## src/rtl/intc_pkg.sv

```systemverilog
`default_nettype none
// +----------------------------------------------------------------------------+
// | Module   : intc_pkg                                                        |
// | Purpose  : Shared types and constants for the IO interrupt controller:     |
// |            handshake FSM state encoding, select-id width helper and the    |
// |            default vector base.                                            |
// | Revision : 1.0  initial release                                            |
// +----------------------------------------------------------------------------+
package intc_pkg;

    // Vector presented for source 0; source i gets c_VEC_BASE + 4*i.
    localparam logic [31:0] c_VEC_BASE = 32'h0000_0F00;

    // Handshake FSM encoding.
    localparam logic [1:0] c_ST_IDLE = 2'd0;
    localparam logic [1:0] c_ST_REQ  = 2'd1;
    localparam logic [1:0] c_ST_ACK  = 2'd2;
    localparam logic [1:0] c_ST_WAIT = 2'd3;

    typedef enum logic [1:0] {
        IDLE = c_ST_IDLE,
        REQ  = c_ST_REQ,
        ACK  = c_ST_ACK,
        WAIT = c_ST_WAIT
    } intc_state_t;

    // Width of a source index; never below 1 so a single-source build still
    // has a legal vector.
    function automatic int INTC_ID_W(input int n);
        return (n <= 2) ? 1 : $clog2(n);
    endfunction

endpackage
`default_nettype wire

```

## src/rtl/intc_prio_sel.sv

```systemverilog
`default_nettype none
// +----------------------------------------------------------------------------+
// | Module   : intc_prio_sel                                                   |
// | Purpose  : Combinational priority select over the eligible request set.    |
// |            Fixed mode: lowest index wins.                                  |
// |            INTC_ROTATE_PRIO_EN: source rr_ptr is highest, then rr_ptr+1,   |
// |            wrapping modulo NUM_SRC.                                        |
// | Ports    : elig   in  NUM_SRC  pending & ~mask                             |
// |            rr_ptr in  ID_W     rotation start (INTC_ROTATE_PRIO_EN only)   |
// |            any    out 1        at least one source eligible                |
// |            sel_id out ID_W     index of the winning source                 |
// | Revision : 1.0  initial release                                            |
// +----------------------------------------------------------------------------+
module intc_prio_sel
    import intc_pkg::*;
#(
    parameter int NUM_SRC = 4,
    parameter int ID_W    = INTC_ID_W(NUM_SRC)
) (
    input  logic [NUM_SRC-1:0] elig,
`ifdef INTC_ROTATE_PRIO_EN
    input  logic [ID_W-1:0]    rr_ptr,
`endif
    output logic               any,
    output logic [ID_W-1:0]    sel_id
);

    assign any = |elig;

`ifdef INTC_ROTATE_PRIO_EN
    // Each source's distance from the pointer (mod NUM_SRC); the eligible
    // source with the smallest distance wins. Indexing by the constant loop
    // variable keeps the mux free of a variable rotate.
    int w_dist;
    int w_best;

    always_comb begin
        sel_id = '0;
        w_dist = 0;
        w_best = NUM_SRC;
        for (int i = 0; i < NUM_SRC; i++) begin
            w_dist = (i + NUM_SRC - int'(rr_ptr)) % NUM_SRC;
            if (elig[i] && (w_dist < w_best)) begin
                w_best = w_dist;
                sel_id = ID_W'(i);
            end
        end
    end
`else
    // Scan high to low so the lowest eligible index is the last one written.
    always_comb begin
        sel_id = '0;
        for (int i = NUM_SRC - 1; i >= 0; i--) begin
            if (elig[i]) begin
                sel_id = ID_W'(i);
            end
        end
    end
`endif

endmodule
`default_nettype wire

```

## src/rtl/io_intr_ctrl.sv

```systemverilog
`default_nettype none
// +----------------------------------------------------------------------------+
// | Module   : io_intr_ctrl                                                    |
// | Purpose  : Interrupt controller between the IO modules' intr lines and     |
// |            the CPU interrupt pin. Edge-latches requests into pending,      |
// |            masks them, picks one by priority, runs the intr/inta           |
// |            handshake, presents the vector and pulses int_ack to the        |
// |            serviced source.                                                |
// | Ports    : clock    in  1        system clock                              |
// |            reset    in  1        synchronous, active-high                  |
// |            irq_in   in  NUM_SRC  level intr lines, rising edges latched    |
// |            int_ack  out NUM_SRC  one-hot, one-cycle acknowledge            |
// |            mask_wr  in  1        load mask register                        |
// |            mask_in  in  NUM_SRC  new mask, 1 = source disabled             |
// |            cpu_intr out 1        interrupt request to the CPU              |
// |            cpu_inta in  1        CPU acknowledge (level)                   |
// |            int_vec  out VEC_W    vector of the serviced source             |
// |            pending  out NUM_SRC  raw pending register                      |
// | Config   : INTC_ROTATE_PRIO_EN  round-robin priority (default: fixed)      |
// | Revision : 1.0  initial release                                            |
// +----------------------------------------------------------------------------+
module io_intr_ctrl
    import intc_pkg::*;
#(
    parameter int               NUM_SRC  = 4,
    parameter int               VEC_W    = 32,
    parameter logic [VEC_W-1:0] VEC_BASE = VEC_W'(c_VEC_BASE)
) (
    input  logic               clock,
    input  logic               reset,
    input  logic [NUM_SRC-1:0] irq_in,
    output logic [NUM_SRC-1:0] int_ack,
    input  logic               mask_wr,
    input  logic [NUM_SRC-1:0] mask_in,
    output logic               cpu_intr,
    input  logic               cpu_inta,
    output logic [VEC_W-1:0]   int_vec,
    output logic [NUM_SRC-1:0] pending
);

    localparam int c_ID_W = INTC_ID_W(NUM_SRC);

    logic [NUM_SRC-1:0] r_irq_q;
    logic [NUM_SRC-1:0] w_rise;
    logic [NUM_SRC-1:0] r_pending;
    logic [NUM_SRC-1:0] r_mask;
    logic [NUM_SRC-1:0] w_elig;
    logic [NUM_SRC-1:0] w_sel_onehot;
    logic [NUM_SRC-1:0] w_clr;
    logic [NUM_SRC-1:0] r_int_ack;
    logic               w_any;
    logic [c_ID_W-1:0]  w_sel;
    logic [c_ID_W-1:0]  r_sel_id;
    logic               r_cpu_intr;
    logic [VEC_W-1:0]   r_int_vec;
    logic [VEC_W-1:0]   w_vec;
    intc_state_t        r_state;
    intc_state_t        w_state_nxt;
    logic               w_take;
    logic               w_grant;
    logic               w_ack;

    // ------------------------------------------------------------------
    // Edge capture. The delay flop keeps following irq_in through reset so
    // a line still held high when reset releases is not seen as a new edge;
    // that source is re-latched only after it drops and rises again.
    // ------------------------------------------------------------------
    always_ff @(posedge clock) begin
        r_irq_q <= irq_in;
    end

    assign w_rise = irq_in & ~r_irq_q;

    // Set wins over clear: an edge arriving during the ACK of the same
    // source leaves it pending for a second request.
    assign w_clr = w_ack ? w_sel_onehot : '0;

    always_ff @(posedge clock) begin
        if (reset) begin
            r_pending <= '0;
        end else begin
            r_pending <= (r_pending & ~w_clr) | w_rise;
        end
    end

    always_ff @(posedge clock) begin
        if (reset) begin
            r_mask <= '1;
        end else if (mask_wr) begin
            r_mask <= mask_in;
        end
    end

    assign w_elig = r_pending & ~r_mask;

    // ------------------------------------------------------------------
    // Priority select
    // ------------------------------------------------------------------
`ifdef INTC_ROTATE_PRIO_EN
    logic [c_ID_W-1:0] r_rr_ptr;

    // After servicing source k, k+1 (mod NUM_SRC) becomes highest priority.
    always_ff @(posedge clock) begin
        if (reset) begin
            r_rr_ptr <= '0;
        end else if (w_ack) begin
            r_rr_ptr <= (r_sel_id == c_ID_W'(NUM_SRC - 1)) ? '0 : r_sel_id + 1'b1;
        end
    end

    intc_prio_sel #(
        .NUM_SRC (NUM_SRC),
        .ID_W    (c_ID_W)
    ) u_prio_sel (
        .elig    (w_elig),
        .rr_ptr  (r_rr_ptr),
        .any     (w_any),
        .sel_id  (w_sel)
    );
`else
    intc_prio_sel #(
        .NUM_SRC (NUM_SRC),
        .ID_W    (c_ID_W)
    ) u_prio_sel (
        .elig    (w_elig),
        .any     (w_any),
        .sel_id  (w_sel)
    );
`endif

    always_comb begin
        w_sel_onehot = '0;
        for (int i = 0; i < NUM_SRC; i++) begin
            w_sel_onehot[i] = (r_sel_id == c_ID_W'(i));
        end
    end

    // Vector add at VEC_W bits, wrapping naturally.
    assign w_vec = VEC_BASE + (VEC_W'(r_sel_id) << 2);

    // ------------------------------------------------------------------
    // Handshake FSM
    // ------------------------------------------------------------------
    always_ff @(posedge clock) begin
        if (reset) begin
            r_state <= IDLE;
        end else begin
            r_state <= w_state_nxt;
        end
    end

    always_comb begin
        w_state_nxt = r_state;
        w_take      = 1'b0;
        w_grant     = 1'b0;
        w_ack       = 1'b0;
        case (r_state)
            IDLE: begin
                // cpu_inta while idle is ignored.
                if (w_any) begin
                    w_take      = 1'b1;
                    w_state_nxt = REQ;
                end
            end
            REQ: begin
                if (cpu_inta) begin
                    w_grant     = 1'b1;
                    w_state_nxt = ACK;
                end
            end
            ACK: begin
                w_ack       = 1'b1;
                w_state_nxt = WAIT;
            end
            WAIT: begin
                if (!cpu_inta) begin
                    w_state_nxt = IDLE;
                end
            end
            default: begin
                w_state_nxt = IDLE;
            end
        endcase
    end

    // Selection is frozen at the IDLE->REQ decision; later mask writes or
    // higher-priority edges do not retarget an open request.
    always_ff @(posedge clock) begin
        if (reset) begin
            r_sel_id   <= '0;
            r_cpu_intr <= 1'b0;
            r_int_vec  <= '0;
            r_int_ack  <= '0;
        end else begin
            if (w_take) begin
                r_sel_id <= w_sel;
            end

            if (w_take) begin
                r_cpu_intr <= 1'b1;
            end else if (w_ack) begin
                r_cpu_intr <= 1'b0;
            end

            if (w_grant) begin
                r_int_vec <= w_vec;
            end

            // Registered so the pulse coincides exactly with the ACK state.
            r_int_ack <= w_grant ? w_sel_onehot : '0;
        end
    end

    assign int_ack  = r_int_ack;
    assign cpu_intr = r_cpu_intr;
    assign int_vec  = r_int_vec;
    assign pending  = r_pending;

endmodule
`default_nettype wire

```

## config.mk

```make
export PLATFORM = sky130hd
export DESIGN_NAME = io_intr_ctrl
export DESIGN_NICKNAME = d
export VERILOG_FILES = /design/src/rtl/intc_pkg.sv /design/src/rtl/intc_prio_sel.sv /design/src/rtl/io_intr_ctrl.sv
export SDC_FILE = /design/constraint.sdc
export NUM_CORES = 1
export LEC_CHECK = 0
export ABC_AREA = 1
export BUFFER_PORTS_ARGS = -buffer_cell sky130_fd_sc_hd__buf_2
export CORE_UTILIZATION = 49
export DETAILED_ROUTE_END_ITERATION = 12
export HOLD_SLACK_MARGIN = 0.06
export PLACE_DENSITY = 0.83
export SYNTH_ARGS = -nofsm -noshare
export SYNTH_HDL_FRONTEND = slang
export SYNTH_SLANG_ARGS = --single-unit
```

## constraint.sdc

```tcl
create_clock -name clock -period 2.8 [get_ports clock]
set_input_delay 0.56 -clock clock [delete_from_list [all_inputs] [get_ports clock]]
set_output_delay 0.56 -clock clock [all_outputs]
set_load 0.02 [all_outputs]
```

==> impl_results.md <==
* Post-layout total power at just over 900 uW
* CP Cell Sequence: buf_2
* Worst-Skew Late Latency at 0.31 ns
* CTS tree: done
* Sink Count at 24
* Die H at 50.3 microns
* # rows at 17
* Leakage at 0.686 nW
* CP Max Fanout at 5
* Routed wire per std cell at 9.37 microns
* Critical path class: reg2out
* Final setup skew at 0.00852 ns
* Max Cap Violations at 0
* CTS Root Cell: clkbuf_4
* Hold crit path type: in2reg
* Die X at 50.3 microns
* Worst IR Drop VDD at a little under 0.4 mV
* Total Routed Length at 1850 microns
* Syn Std Cell Area at 1140 sq um
* Post-route ant nets at 0
* H-Tree Depth at 1
* Crit path arrival time at around 0.91 ns
* Initial antenna violation count at 0
* CTS Hold Bufs at 0
* Initial DRT Pass Iterations at 4
* Share of cells above drive strength 1 at 20.7%
* Largest net degree at the start of global routing at 15
* Mux cell area share after synthesis at 0%
* Post-synthesis compound-gate area fraction at 11.8%
* Synth top area cells: dfxtp_1 42%, buf_4 19%, a21oi_1 6.6%
* Total CTS buffers at 3
* Pins Over Slew Limit at 0
* Top delay family on crit path: flip-flops
* Synth area leader: dfxtp_1
* Netlist cell types at 16
* Achievable Freq at 0.681 GHz
* Hold_ws at roughly 0.35 ns
* WP data required at 2.24 ns
* Global Route Usage Sum at 15.2%
* Fill cell total of the finished layout at 212
* GRT overflow at 0
* Post-synth top cells: 29 x buf_4, 24 x dfxtp_1, 20 x nand2_1, 18 x inv_1, 15 x a21oi_1
* Crit-path max cell delay at approximately 0.40 ns
* Nets at roughly 190
* Post-DP HPWL at 1470 microns
* Slowest CP cell: dfxtp_1
* Unrepaired setup endpoints after global routing: no
* Status: completed
* CTS clk-pin slew, worst paths at about 0.13 ns
* Initial core utilization at about half
* First-pass GRT wire length at 2920 microns
* Setup crit start kind: flop
* Vias in the first global route at 762
* Layout area overhead at 7.88%
* Core ar. at 2210 sq um
* Post-synth top area share at 42.0%
* Most common cell in the netlist: buf_4
* Ys flop type: dfxtp_1
* CTS Buffer Depth at 2
* # Post-CTS Setup Buffers at 0
* Number of port buffers at 26
* Power per cell area at 756 nW/um^2
* Final period util at 52.4%
* Avg Inst Size Synth at about 7.9 sq um
* Total Neg Setup Slack at 0 ns
* # setup viols final at 0
* Seq. cell area at 480 sq um
* Post-synthesis async set-or-reset flop share at 0%
* Largest family of logic cells by synthesized area: buffers and inverters
* Resize count post-CTS at 0
* Number of enable flip-flop cells after synthesis at 0
* Crit path time final at 1.47 ns
* Worst Setup End Kind: output port
* Register bit total from synthesis at 24
* ANT cells at 0
* Sequential fraction of the synthesis area at a little over two fifths
* Final instance area at 1230 sq um
* RD Place Congestion at 0.767
* Count of final hold-check violations at 0
* Vias per Instance at 4.43
* Crit path buffers/inverters at 1
* Initial drt markers at 5
* Synth warnings at 0
* Simple-Gate Fraction of Synth Area at 15.1%
* Cells after Synth at 144
* Die area at 2530 sq um
* I/O pin count at 53
* Vias post-DR at 872
* Multi-input logic area at 468 sq um
* Post-synthesis adder-cell area fraction at under 10%
* DRC violations left at 0
* Placed Area at ~1200 sq um
* XOR/XNOR Fraction of Synth Area at 0%
[layer usage]
metal  track usage [%]  vias up  wire (microns)
met2              30.2       32             976
li1                  -      443               -
met4              6.02        0              30
met3              3.33        4             109
met5                 0        -               0
met1              14.8      393             729
[worst paths after layout]
check | cells past startpoint | to | slack, ns | startpoint
min reg2reg | 3 | pending[2]$_SDFF_PP0_ | 0.50 | r_irq_q[2]$_DFF_P_
max reg2reg | 8 | r_state[0]$_SDFFE_PP0P_ | 1.48 | r_state[1]$_SDFFE_PP0P_
max | 1 | int_vec[9] | 1.33 | int_vec[10]$_SDFFE_PP0P_
min | 1 | r_irq_q[1]$_DFF_P_ | 0.35 | irq_in[1]
[cells by family after synthesis]
logic type / after synthesis
and+or+nand+nor: 40
other: 1
AOI/OAI and AO/OA: 26
DFF: 24
buffers and inverters: 48
adders and majority gates: 5
[area by class of cell]
class | count | share of cell area, %
inverter | 18 | 5.48
clock inverter | 1 | 2.43
multi-input combinational | 97 | 37.9
sequential | 24 | 38.9
clock buffer | 3 | 1.83
tap | 28 | 2.84
timing repair buffer | 26 | 10.5
[flip-flops by register name, summed over array words and instances, names as in the netlist]
| name | cells |
|---|---|
| r_sel_id | 2 |
| r_mask | 4 |
| pending | 4 |
| r_irq_q | 4 |
| cpu_intr | 1 |
| r_state | 2 |
| int_ack | 4 |
| int_vec | 3 |
[where the power goes]
part           leakage (nW)  switching (mW)  internal [mW]
clock                0.0279           0.102          0.145
sequential            0.198          0.0259          0.382
combinational         0.460           0.191         0.0872
total                 0.686           0.319          0.614
[placed cells by master, fill, tap and decap left out]
cell type,count
o21ai_0,9
conb_1,26
nand2_2,4
ha_1,5
inv_1,18
bufinv_16,1
dfxtp_1,24
nand2_1,20
nor2_4,1
a211oi_1,1
nand3_1,3
a21oi_1,15
nor2_1,11
o31ai_1,1
nor3_1,1
clkbuf_4,3
buf_2,26
[metrics by stage]
stage	cells	util, %	setup slack [ns]
2_1_floorplan	169	-	1.58
4_1_cts	197	55.8	1.34
3_3_place_gp	193	53.4	1.52
6_report	197	55.8	1.33
5_1_grt	197	55.8	1.26
3_5_place_dp	193	53.4	1.50
Power figures use the tool's default switching activity.
